### config.mk
export PLATFORM = sky130hd
export DESIGN_NAME = mux_scanner
export DESIGN_NICKNAME = d
export VERILOG_FILES = /design/src/rtl/mux_scanner.sv
export SDC_FILE = /design/constraint.sdc
export NUM_CORES = 1
export LEC_CHECK = 0
export CAP_MARGIN = 20
export CORE_MARGIN = 2
export CORE_UTILIZATION = 40
export CTS_BUF_LIST = sky130_fd_sc_hd__clkbuf_2 sky130_fd_sc_hd__clkbuf_4 sky130_fd_sc_hd__clkbuf_8
export DETAILED_ROUTE_END_ITERATION = 7
export GPL_TIMING_DRIVEN = 0
export RECOVER_POWER = 100
export SETUP_SLACK_MARGIN = 0.3
export SLEW_MARGIN = 20
export SYNTH_ARGS = -nofsm -noshare
export SYNTH_HDL_FRONTEND = slang
export SYNTH_SLANG_ARGS = --single-unit
### constraint.sdc
create_clock -name clk -period 2.38 [get_ports clk]
set_input_delay 0.476 -clock clk [delete_from_list [all_inputs] [get_ports clk]]
set_output_delay 0.476 -clock clk [all_outputs]
set_load 0.05 [all_outputs]
### src/rtl/mux_scanner.sv
// Sequencer for an 8:1 mux: steps the selects through channels 0-7, holds each for
// DWELL cycles, samples the mux output on the last dwell cycle and publishes an 8-bit snapshot.
module mux_scanner #(
    parameter int DWELL = 4
) (
    input  logic       clk,
    input  logic       rst,
    input  logic       start,
    input  logic       cont,
    input  logic       mux_out,
    output logic       s0,
    output logic       s1,
    output logic       s2,
    output logic       busy,
    output logic       done,
    output logic [7:0] snapshot,
    output logic       valid
);

    typedef enum logic {
        IDLE = 1'b0,
        SCAN = 1'b1
    } state_t;

    localparam logic [7:0] LAST_CNT = 8'(DWELL - 1);

    state_t      r_state;
    logic [2:0]  r_ch;
    logic [7:0]  r_cnt;
    logic [6:0]  r_shadow;
    logic        r_busy;
    logic        r_done;
    logic [7:0]  r_snapshot;
    logic        r_valid;
    logic        w_dwell_end;

    assign w_dwell_end = (r_cnt == LAST_CNT);

    always_ff @(posedge clk) begin
        if (rst) begin
            r_state    <= IDLE;
            r_ch       <= 3'd0;
            r_cnt      <= 8'd0;
            r_shadow   <= 7'd0;
            r_busy     <= 1'b0;
            r_done     <= 1'b0;
            r_snapshot <= 8'h00;
            r_valid    <= 1'b0;
        end else begin
            r_done <= 1'b0;
            case (r_state)
                IDLE: begin
                    if (start) begin
                        r_state <= SCAN;
                        r_busy  <= 1'b1;
                        r_ch    <= 3'd0;
                        r_cnt   <= 8'd0;
                    end
                end
                SCAN: begin
                    if (!w_dwell_end) begin
                        r_cnt <= r_cnt + 8'd1;
                    end else if (r_ch != 3'd7) begin
                        r_shadow[r_ch] <= mux_out;
                        r_ch           <= r_ch + 3'd1;
                        r_cnt          <= 8'd0;
                    end else begin
                        // Channel 7 is taken straight from the mux so the snapshot lands atomically.
                        r_snapshot <= {mux_out, r_shadow};
                        r_done     <= 1'b1;
                        r_valid    <= 1'b1;
                        r_ch       <= 3'd0;
                        r_cnt      <= 8'd0;
                        if (!cont) begin
                            r_state <= IDLE;
                            r_busy  <= 1'b0;
                        end
                    end
                end
                default: begin
                    r_state <= IDLE;
                    r_busy  <= 1'b0;
                end
            endcase
        end
    end

    assign {s2, s1, s0} = r_ch;
    assign busy         = r_busy;
    assign done         = r_done;
    assign snapshot     = r_snapshot;
    assign valid        = r_valid;

endmodule

==> out/metrics.cfg <==
[status]
status=finished, final reports clean

[worst_setup_path]
end_kind=primary output
critPathKind=reg2out
path_depth=1
path_delay_family=buffers and inverters
required_ns=1.90
critPathLaunchType=flip-flop
slowest_stage=dlygate4sd3_1
cp.arrival_ns=1.58
cp_cell_sequence=dlygate4sd3_1
cp_max_fo=4
cp_slowest_stage_delay_ns=0.89
crit_buf_inv=1
reg2reg_depth=7

[routing]
firstDrtPassIters=4
via_per_inst=5.15
routed_wire_length_per_instance_um=13.3
drtIter0Drc=66
ant_nets=0
via_count=1220
drc_errors=0
wirelength_um=3140

[floorplan]
placement_rows=21
die_w_um=63.2
die-area_um2=3990
coreArea_um2=3340
start_util_pct=42.0
io_pins=19
die_h_um=63.2

[sta]
worstMarginPinSlew_ns=0.535
rsz0062_at_grt=false
setup_viol=0
fin_crit_sh_pct=86.5
fmax_mhz=486
tns_ns=0
fin_crit_ns=2.06
whs_ns=0.451
final_hold_viol_count=0
slew_violations=0
finClkSkew_ns=0.0106
max_slew_margin_pct=64.1

[yosys]
synthCells=164
synth-seq-cells=30
yosysWarnings=0
netlist_area_um2=1400
synthesis.nets=173
ys_seq_area_share_pct=42.9
syn_avg_cell_area_um2=8.54
synth.distinct_cells=34

[power]
pwr_density_cell_nw_per_um2=501
p_leak_nw=0.618
ir_worst_vdd_mv=0.288

[grt]
grt_usage_pct=17.3
grt_overflow_total=0
gr-usage-met1_pct=22.5
grt-busiest-layer=met2
grt_start_max_net_pins=11
grtUsageMet2_pct=27.3
antenna_found_initial=0
globalRouteMet3Util_pct=5.00
grt_pass1_wl_um=5350
grt_pass1_vias=1159

[clock_tree]
cts_root_buf=clkbuf_4
insertion_delay_ns=0.33
clk_pin_slew_ns=0.09
cts_sinks=30
cts_tree=built
htree_num_levels=2
clockBufferDepth=2
numCtsBuffers=5
hold_buffers=0

[run]
cap_violations=0

[cells_and_area]
postLayoutCoreUtil_pct=50.8
area_growth_pct=21.0
final_common_cell=dfxtp_1
layout_common_cells=dfxtp_1 (30), a21oi_1 (21), nand3_1 (15), nand2_1 (14), dlygate4sd3_1 (13)
num_antenna_cells=0
fillers=337
nets=200
drive_above_1_share_pct=6.28

[worst_hold_path]
whs_path_depth=2
worst_hold_path_type=reg2reg

[placement]
port_buffers=18
place_congestion=0.824
place_hpwl_um=2240

synth_stat cells:
master	instances	area share, %
dfxtp_1	30	43
a21oi_1	21	7.5
nand3_1	15	5.4
nand2_1	14	3.8
nor2_1	9	2.4
nor3b_1	9	4.8
clkbuf_1	7	1.9
o21ai_0	7	2.5
nand2b_1	6	2.7
nand4_1	5	2.2
ha_1	4	3.6
mux2i_1	4	2.9
inv_1	3	0.80
nor2b_1	3	1.3
nor3_1	3	1.1
a21boi_0	2	1.1
a21o_1	2	1.1
a31oi_1	2	0.89
nand4b_1	2	1.3
nor4_1	2	0.89
a21bo_2	1	0.71
and3_1	1	0.45
and4b_1	1	0.71
buf_1	1	0.27
buf_4	1	0.54
buf_6	1	0.80
nand3b_1	1	0.54
nor4b_4	1	1.7
o21a_1	1	0.54
o22ai_1	1	0.45
o31ai_1	1	0.54
or3_1	1	0.45
or4bb_1	1	0.80
xnor2_1	1	0.63
final cells by class:
type	count	area (µm²)	share of cell area (%)
buffer	10	45.0	2.66
clock buffer	5	37.5	2.22
clock inverter	2	10.0	0.591
inverter	3	11.3	0.665
multi-input combinational	121	739	43.6
sequential	30	601	35.5
tap	46	57.6	3.40
timing repair buffer	20	193	11.4
flip-flops by register name, summed over array words and instances (netlist names):
signal	count
r_shadow	7
busy	1
valid	1
r_cnt	8
done	1
r_ch	3
snapshot	8
r_state	1
kinds of logic (layout without fill, tap and decap cells):
group / after synthesis / count (layout) / synth area share (%)
simple gates: 74 / 74 / 30.5
compound gates: 38 / 38 / 15.3
flops: 30 / 30 / 42.9
buf+inv: 13 / 40 / 4.29
fa+ha+maj: 4 / 4 / 3.57
mux: 4 / 4 / 2.86
xor+xnor: 1 / 1 / 0.626
routing by layer:
metal  vias up  part of all wire (%)
li1        642                     -
met1       551                    51
met2        21                    44
met3         6                   3.7
met4         0                   1.4
met5         -                     0
path summary, 6_finish.rpt:
| check | startpoint | endpoint | slack (ns) |
|---|---|---|---|
| hold / removal | valid | valid | 0.45 |
| setup reg to reg | r_cnt[0] | r_shadow[3] | 0.37 |
| hold reg to reg | valid | valid | 0.45 |
| setup / recovery | r_ch[1] | s1 | 0.32 |
timing repair:
action                     in CTS  in global routing
pin swaps                       1                  0
gates resized for setup         2                  2
gates cloned                    0                  0
setup endpoints to repair      12                 12
buffers inserted                2                  0
stage by stage:
stage                     instance area, µm²  total power, W  setup WS [ns]  instances
after global routing                    1690        0.000885          0.188        237
after floorplan                         1400        0.000555          0.304        164
final                                   1690        0.000848          0.322        237
after global placement                  1640        0.000575          0.163        228
after CTS                               1700        0.000856          0.374        237
after detailed placement                1640        0.000576          0.125        228
power by group:
group	switching, W	internal (W)	leakage (nW)
clock	0.000179	0.000106	0.0308
sequential	0.00000399	0.000506	0.242
combinational	0.0000324	0.0000214	0.345
total	0.000215	0.000633	0.618
(Power assumes the default switching activity.)
